File: src/rtl/dst_pkg.sv
// dst_pkg: shared bank state type, default geometry and sizing helpers
// for the dst_dbuf ping-pong result buffer.
package dst_pkg;

    typedef enum logic {EMPTY = 1'b0, FULL = 1'b1} bank_state_e;

    localparam int DEF_RES_W = 32;
    localparam int DEF_LANES = 2;
    localparam int DEF_DEPTH = 64;

    function automatic int calc_words(input int depth, input int lanes);
        return depth / lanes;
    endfunction

    function automatic int calc_aw(input int n);
        return n > 1 ? $clog2(n) : 1;
    endfunction

endpackage

File: src/rtl/dst_bank.sv
// dst_bank: one buffer bank; LANES result-wide memories written one slot at a
// time and read one full row per cycle through a registered read port.
module dst_bank import dst_pkg::*; #(
    parameter int RES_W = DEF_RES_W,
    parameter int LANES = DEF_LANES,
    parameter int DEPTH = DEF_DEPTH,
    localparam int AW = calc_aw(DEPTH),
    localparam int RW = calc_aw(calc_words(DEPTH, LANES))
) (
    input  logic                   clk,
    input  logic                   we,
    input  logic [AW-1:0]          waddr,
    input  logic [RES_W-1:0]       wdata,
    input  logic                   re,
    input  logic [RW-1:0]          raddr,
    output logic [RES_W*LANES-1:0] rdata
);
    localparam int WORDS = calc_words(DEPTH, LANES);

    logic [31:0]   slot;
    logic [RW-1:0] wrow;

    assign slot = 32'(waddr);
    assign wrow = RW'(slot / LANES);

    for (genvar l = 0; l < LANES; l++) begin : g_lane
        logic [RES_W-1:0] mem [WORDS];
        logic [RES_W-1:0] q;
        always_ff @(posedge clk) begin
            if (we && slot % LANES == 32'(l)) mem[wrow] <= wdata;
            if (re) q <= mem[raddr];
        end
        assign rdata[l*RES_W +: RES_W] = q;
    end

endmodule

File: src/rtl/dst_dbuf.sv
// dst_dbuf: ping-pong result buffer; results are collected into one bank while
// the other drains as LANES-wide stream words under valid/ready.
module dst_dbuf import dst_pkg::*; #(
    parameter int RES_W = DEF_RES_W,
    parameter int LANES = DEF_LANES,
    parameter int DEPTH = DEF_DEPTH,
    localparam int AW = calc_aw(DEPTH)
) (
    input  logic                   clk,
    input  logic                   rst_n,
    input  logic                   out_period,
    input  logic [AW-1:0]          out_addr,
    input  logic [RES_W-1:0]       result,
    input  logic                   wr_done,
    output logic                   wr_ready,
    output logic                   stream_valid,
    input  logic                   stream_ready,
    output logic [RES_W*LANES-1:0] stream_d,
    output logic                   stream_last,
    output logic                   ovf
);
    localparam int WORDS = calc_words(DEPTH, LANES);
    localparam int RW    = calc_aw(WORDS);
    localparam int DW    = RES_W * LANES;

    bank_state_e   bst [2];
    logic          wsel, rsel, isel;
    logic [1:0]    iss_done;
    logic [RW-1:0] rcnt;
    logic          inf, inf_bank, inf_last;
    logic [DW-1:0] rdata [2];
    logic [DW-1:0] sd [2];
    logic [1:0]    sl, cnt, nxt;
    logic [DW-1:0] rd;
    logic          we, issue, rlast, pop, shift, push;

    for (genvar b = 0; b < 2; b++) begin : g_bank
        dst_bank #(.RES_W(RES_W), .LANES(LANES), .DEPTH(DEPTH)) u_bank (
            .clk  (clk),
            .we   (we && wsel == 1'(b)),
            .waddr(out_addr),
            .wdata(result),
            .re   (issue && isel == 1'(b)),
            .raddr(rcnt),
            .rdata(rdata[b])
        );
    end

    assign wr_ready = bst[wsel] == EMPTY;
    assign we       = out_period & wr_ready;
    assign rlast    = rcnt == RW'(WORDS - 1);
    // The issue pointer runs ahead of rsel so the next FULL bank is prefetched
    // while the current one finishes draining; the in-flight read counts as a slot.
    assign issue    = bst[isel] == FULL && !iss_done[isel] && (cnt + {1'b0, inf}) < 2'd2;

    assign rd           = rdata[inf_bank];
    assign stream_valid = cnt != 2'd0 || inf;
    assign stream_d     = cnt != 2'd0 ? sd[0] : inf ? rd : '0;
    assign stream_last  = cnt != 2'd0 ? sl[0] : inf & inf_last;
    assign pop          = stream_valid & stream_ready;
    assign shift        = pop & (cnt != 2'd0);
    assign push         = inf & ~(pop & (cnt == 2'd0));
    assign nxt          = cnt - {1'b0, shift};

    always_ff @(posedge clk or negedge rst_n) begin
        if (!rst_n) begin
            bst      <= '{EMPTY, EMPTY};
            wsel     <= 1'b0;
            rsel     <= 1'b0;
            isel     <= 1'b0;
            iss_done <= '0;
            rcnt     <= '0;
            inf      <= 1'b0;
            inf_bank <= 1'b0;
            inf_last <= 1'b0;
            sd       <= '{default: '0};
            sl       <= '0;
            cnt      <= '0;
            ovf      <= 1'b0;
        end else begin
            if (wr_done && wr_ready) begin
                bst[wsel] <= FULL;
                wsel      <= ~wsel;
            end
            if (pop && stream_last) begin
                bst[rsel]      <= EMPTY;
                iss_done[rsel] <= 1'b0;
                rsel           <= ~rsel;
            end
            ovf <= ovf | (~wr_ready & (out_period | wr_done));
            inf <= issue;
            if (issue) begin
                inf_bank <= isel;
                inf_last <= rlast;
                rcnt     <= rlast ? '0 : rcnt + RW'(1);
                if (rlast) begin
                    iss_done[isel] <= 1'b1;
                    isel           <= ~isel;
                end
            end
            if (shift) begin
                sd[0] <= sd[1];
                sl[0] <= sl[1];
            end
            if (push) begin
                sd[nxt[0]] <= rd;
                sl[nxt[0]] <= inf_last;
            end
            cnt <= nxt + {1'b0, push};
        end
    end

endmodule

File: config.mk
export PLATFORM = sky130hd
export DESIGN_NAME = dst_dbuf
export DESIGN_NICKNAME = d
export VERILOG_FILES = /design/src/rtl/dst_pkg.sv /design/src/rtl/dst_bank.sv /design/src/rtl/dst_dbuf.sv
export SDC_FILE = /design/constraint.sdc
export NUM_CORES = 2
export LEC_CHECK = 0
export CORE_MARGIN = 2
export CORE_UTILIZATION = 30
export CTS_BUF_LIST = sky130_fd_sc_hd__clkbuf_8
export CTS_CLUSTER_DIAMETER = 50
export CTS_CLUSTER_SIZE = 28
export DETAILED_ROUTE_END_ITERATION = 10
export PLACE_DENSITY = 0.53
export SLEW_MARGIN = 10
export SYNTH_ARGS = -nofsm -noshare
export SYNTH_HDL_FRONTEND = slang
export SYNTH_SLANG_ARGS = --single-unit
File: constraint.sdc
create_clock -name clk -period 6 [get_ports clk]
set_input_delay 0.6 -clock clk [delete_from_list [all_inputs] [get_ports clk]]
set_output_delay 0.6 -clock clk [all_outputs]
set_load 0.01 [all_outputs]
### Word level (Yosys, flattened, before mapping)

Memory sizes are Yosys's and may differ from the RTL's. A register that Yosys moved wholly into a read port is not among the register bits.
Cells that the tools add are included.

* add/subtract/negate cells: 4
* magnitude comparators: 15
* equal/unequal tests: 1
* multiplexer cells: 46
* bitwise logic cells: 25
* reduce and logical (&&, ||, !) cells: 24

Operator list (number)
* 2-to-1 mux 64 bit: 7
* bitwise mux 128 bit: 1
* 2-to-1 mux 128 bit: 1
* demux 64 bit (select 1 bit): 1
* logical NOT 32 bit: 1
* 2-to-1 mux 1 bit: 24
* logical AND 1 bit: 18
* >= comparator 2 bit (second input constant): 5
* 2-to-1 mux 2 bit: 5
* inverter 1 -> 2 bit: 5
* bitwise AND 1 bit: 7
* less-than comparator 1 x 2 -> 1 bit (second input constant): 3
* less-than comparator 2 x 1 -> 1 bit (second input constant): 3
* adder 5 x 1 -> 5 bit (second input constant): 1
* demux 1 bit (select 1 bit): 5
* equality test 5 bit (second input constant): 1
* 2-to-1 mux 5 bit: 1
* inverter 1 bit: 5
* adder 2 x 1 -> 2 bit: 2
* bitwise AND 2 bit: 2
* inverter 2 bit: 2
* bitwise OR 2 bit: 2
* >= comparator 1 bit (second input constant): 3
* bitwise mux 2 bit: 1
* other kinds (8): 9

* flip-flop bits (word level): 148
* RAM bits: 4096
* output and inout bits: 68
* memories kept: 4

Memory list
* g_bank[0].u_bank.g_lane[0].mem: words 32, width 32, rd ports 1, clocked after Yosys merged registers in 1, write ports 1, line dst_bank.sv:27 `logic [RES_W-1:0] mem [WORDS];`
* g_bank[0].u_bank.g_lane[1].mem: words 32, width 32, rd ports 1, clocked after Yosys merged registers in 1, write ports 1, line dst_bank.sv:27
* g_bank[1].u_bank.g_lane[0].mem: words 32, width 32, rd ports 1, clocked after Yosys merged registers in 1, write ports 1, line dst_bank.sv:27
* g_bank[1].u_bank.g_lane[1].mem: words 32, width 32, rd ports 1, clocked after Yosys merged registers in 1, write ports 1, line dst_bank.sv:27

### Longest topological paths before layout

* word-level depth: 12
* gate-level depth with buffers: 9
* gate-level depth less buffers: 5

### By module

From an unflattened synthesis, not the netlist that was laid out.

* cell total of the unflattened synthesis: 8379
* area total of the unflattened synthesis: 167824.7 um^2

By module, submodules not included
* dst_bank: times used 2, cells each 3830, area each 80151.9 um^2, seq. area each 63420.8 um^2
* dst_dbuf: times used 1, cells each 719, area each 7521.0 um^2, seq. area each 3703.6 um^2

### Worst setup path after synthesis

No wires, ideal clock.

* kind: flip-flop to flip-flop
* from: register cnt[0]
* to: register isel
* library setup time: 0.075 ns
* data arrival time: 4.257 ns
* slack: 1.667 ns
* cell stages (with the launch flop): 6
* path buffers: 1
* clock period less this slack: 4.333 ns
* cell sequence: dfrtp_1 -> clkbuf_1 -> a21boi_0 -> or2_2 -> nor2_1 -> a22o_1

* longest elaborated chain between the ends: 4

Ends and longest elaborated chain
* from (decl): line dst_dbuf.sv:33 `logic [1:0] sl, cnt, nxt;`
* from (signal assigned): line dst_dbuf.sv:109 `cnt <= nxt + {1'b0, push};`
* adder 2 x 1 -> 2 bit: line dst_dbuf.sv:54 `assign issue = bst[isel] == FULL && !iss_done[isel] && (cnt + {1'b0, inf}) < 2'd2;`
* less-than comparator 2 bit: line dst_dbuf.sv:54
* logical AND 1 bit: line dst_dbuf.sv:54
* AND reduction 2 bit (no source line)
* to (signal assigned): line dst_dbuf.sv:98 `isel <= ~isel;`
* to (decl): line dst_dbuf.sv:27 `logic wsel, rsel, isel;`

Every way passes these cells.
A chain may end at the register's enable or synchronous reset.

### Worst setup path after layout

* from: register inf_bank
* to: output stream_d[11]

* longest elaborated chain between the ends: 6

Ends and longest elaborated chain
* from (decl): line dst_dbuf.sv:30 `logic inf, inf_bank, inf_last;`
* from (signal assigned): line dst_dbuf.sv:93 `inf_bank <= isel;`
* inverter 1 -> 2 bit (not written as such): line dst_dbuf.sv:56 `assign rd = rdata[inf_bank];`
* 2-to-1 mux 64 bit (not written as such) (3 in a row): line dst_dbuf.sv:56
* 2-to-1 mux 64 bit (2 in a row): line dst_dbuf.sv:58 `assign stream_d = cnt != 2'd0 ? sd[0] : inf ? rd : '0;`
* to (decl): line dst_dbuf.sv:18 `output logic [RES_W*LANES-1:0] stream_d,`

Every way passes these cells. The select of a mux whose other input is x is not followed.

==> impl_metrics.env <==
export IMPL_violations="max-slew violations"
export IMPL_fmax_ghz=0.198
export IMPL_dp_hpwl_mm=308
export IMPL_slew_headroom=-0.0383
export IMPL_max_stage_delay_ps=1050
export IMPL_cp_required_ps=5400
export IMPL_detail_route_antenna_nets=0
export IMPL_synth_cells=7852
export IMPL_wl_mm=498
export IMPL_fill_cells=51500
export IMPL_layout_common_cells="edfxtp_1 (4224), mux2i_1 (806), mux4_2 (719), clkbuf_8 (467), buf_4 (275)"
export IMPL_holdCritPathClass="in -> reg"
export IMPL_critPathBufInv=2
export IMPL_criticalPathCategory="reg -> out"
export IMPL_syn_nets=7897
export IMPL_final_nets=8275
export IMPL_port_buffers=110
export IMPL_seq_area_sq_um=131000
export IMPL_grt_max_degree=129
export IMPL_power_density_nw_per_um2=440
export IMPL_setup_slack_ps=942
export IMPL_path_clk_slew_ps=90
export IMPL_die_y_um=750
export IMPL_gr_usage_all_layers=0.171
export IMPL_tns_ps=0
export IMPL_yosysSeqAreaShare=0.782
export IMPL_multi_input_area_sq_um=34900
export IMPL_drv_cap=0
export IMPL_drc=0
export IMPL_outcome="complete, but fails checks"
export IMPL_first_global_vias=81700
export IMPL_layout_worst_path_cycle_share=0.843
export IMPL_clock_latency_ps=1180
export IMPL_critPathTopFamily="multiplexers"
export IMPL_critical_path_max_fanout=30
export IMPL_cts_buffers=453
export IMPL_viasPerCell=5.22
export IMPL_die_w_um=750
export IMPL_wl_per_cell_um=31.3
export IMPL_final_min_clock_period_ps=5060
export IMPL_critical_path_slowest_cell="mux2i_1"
export IMPL_yosys_cell_types_count=47
export IMPL_ctsRootBufferMaster="clkbuf_8"
export IMPL_pin_count=111
export IMPL_drt_iter0_markers=11500
export IMPL_hold_viol=0
export IMPL_post_cts_buffers=0
export IMPL_ys_seq_elements=4372
export IMPL_clock_sinks=4372
export IMPL_clock_skew_final_ps=63.1
export IMPL_arrival_ps=4460
export IMPL_yosysWarnings=0
export IMPL_clockBufferDepth=4
export IMPL_finish_utilization=0.341
export IMPL_synth_cell_area_sq_um=167000
export IMPL_path_cells="buf_4, mux2i_1, o21ai_0, clkdlybuf4s50_1"
export IMPL_vias=83100
export IMPL_gp_congestion=0.853
export IMPL_fin_area_sq_um=189000
export IMPL_ys_flop_type="edfxtp_1"
export IMPL_grt_pass1_wl_mm=676
export IMPL_placementRows=273
export IMPL_worst_slew_pin_slew_ps=1560
export IMPL_firstDrtPassIters=6
export IMPL_async_flop_share=0.0339
export IMPL_cts_resized=0
export IMPL_critPathLaunchType="flop"
export IMPL_antenna_found_initial=64
export IMPL_placed_cell_area_sq_um=178000
export IMPL_final_common_cell="edfxtp_1"
export IMPL_setup_viol=0
export IMPL_die_area_sq_um=562000
export IMPL_syn_to_final_growth_pct=13.1
export IMPL_report_final_slew_viol_count=24
export IMPL_coreArea_sq_um=553000
export IMPL_peakVddDrop_v=0.000454
export IMPL_synth_avg_cell_area_sq_um=21.3
export IMPL_finalPower_uw=83100
export IMPL_initial_utilization=0.302
export IMPL_synth_edff_count=4224
export IMPL_end_kind="output port"
export IMPL_htreeDepth=5
export IMPL_leakagePower_uw=0.0589
export IMPL_drive_above_1_share=0.240
export IMPL_postCtsHoldBufs=25
export IMPL_rsz0062_at_grt="no"
export IMPL_cts_tree="yes"
export IMPL_grt_overflow=0
export IMPL_dp_slack_ps=1610
## synth_stat cells, types with 3 or more instances
cell type / n / share of area
mux4_2: 719 / 0.097
buf_1: 17 / 0.00038
inv_1: 3 / 0.000067
a211oi_1: 41 / 0.0018
clkbuf_1: 191 / 0.0043
a21boi_0: 3 / 0.00013
nand3_1: 5 / 0.00015
nand2_1: 174 / 0.0039
or2_2: 4 / 0.00015
nor2b_1: 14 / 0.00052
nor2_1: 143 / 0.0032
and2_1: 3 / 0.00011
a21oi_1: 94 / 0.0028
a22o_1: 42 / 0.0022
nor3_1: 40 / 0.0012
dfrtp_1: 148 / 0.022
and3b_1: 3 / 0.00016
a22oi_1: 265 / 0.012
o22ai_1: 256 / 0.0096
nand2b_1: 5 / 0.00019
a211oi_2: 88 / 0.0066
buf_2: 157 / 0.0047
edfxtp_1: 4224 / 0.76
buf_6: 26 / 0.0018
buf_4: 87 / 0.0039
mux2i_1: 807 / 0.048
nand3b_1: 4 / 0.00018
o21ai_0: 132 / 0.0040
nor3b_1: 3 / 0.00013
o221ai_1: 127 / 0.0067
or3_1: 3 / 0.00011
## sequential cells by signal (all words and copies together), names as in the netlist, 2 cells and up
register                  cells
sd                          128
rcnt                          5
sl                            2
bst                           2
g_bank.u_bank.g_lane.q      128
g_bank.u_bank.g_lane.mem   4096
cnt                           2
iss_done                      2
## metal layers
metal	global-route usage	wire length, um
met1	0.240	206000
met2	0.270	230000
met3	0.0381	47800
met4	0.0453	13900
met5	0	111
## per-stage QoR
step	hold slack, ps	instances
after detailed placement	469	15000
after floorplan	304	7852
final	55.2	15900
after global routing	75.2	15900
after global placement	460	15000
after CTS	21.5	15900
## power breakdown
part / switching [uW] / internal (uW) / leakage (uW)
clock network: 12000 / 9760 / 0.00530
registers: 1580 / 35000 / 0.0398
logic: 15300 / 9560 / 0.0138
total: 28900 / 54300 / 0.0589
## logic make-up (layout without fill, tap and decap cells)
| group | count (synthesis) | count (layout) | share of synthesized area |
|---|---|---|---|
| DFF | 4372 | 4372 | 0.782 |
| buffers and inverters | 484 | 1259 | 0.0154 |
| other | 0 | 12 | 0 |
| adders and majority gates | 2 | 2 | 0.000150 |
| muxes | 1528 | 1528 | 0.146 |
| xor gates and xnor gates | 2 | 2 | 0.000105 |
| AOI/OAI and AO/OA | 1057 | 1057 | 0.0462 |
| and+or+nand+nor | 407 | 407 | 0.0103 |
## path summary, 6_finish.rpt
| kind | cells after the start | startpoint | slack (ps) | end |
|---|---|---|---|---|
| max | 4 | inf_bank | 940 | stream_d[11] |
| min | 1 | result[0] | 60 | g_bank[0].u_bank.g_lane[1].mem[31][0] |
| max reg2reg | 6 | rcnt[2] | 1990 | g_bank[0].u_bank.g_lane[0].q[20] |
| min reg2reg | 2 | sd[45] | 480 | sd[45] |
| max in group asynchronous | 4 | rst_n | 3860 | sl[1] |
| min in group asynchronous | 3 | rst_n | 560 | sd[69] |
## layout make-up
cell class,count,area share
Inverter,3,0.0000597
Clock buffer,467,0.0340
Tap cell,7287,0.0483
Sequential cell,4372,0.692
Clock inverter,385,0.0218
Multi-Input combinational cell,2996,0.185
Antenna cell,12,0.000159
Timing Repair Buffer,404,0.0191
Note: power is estimated with default switching activity, not from simulation.
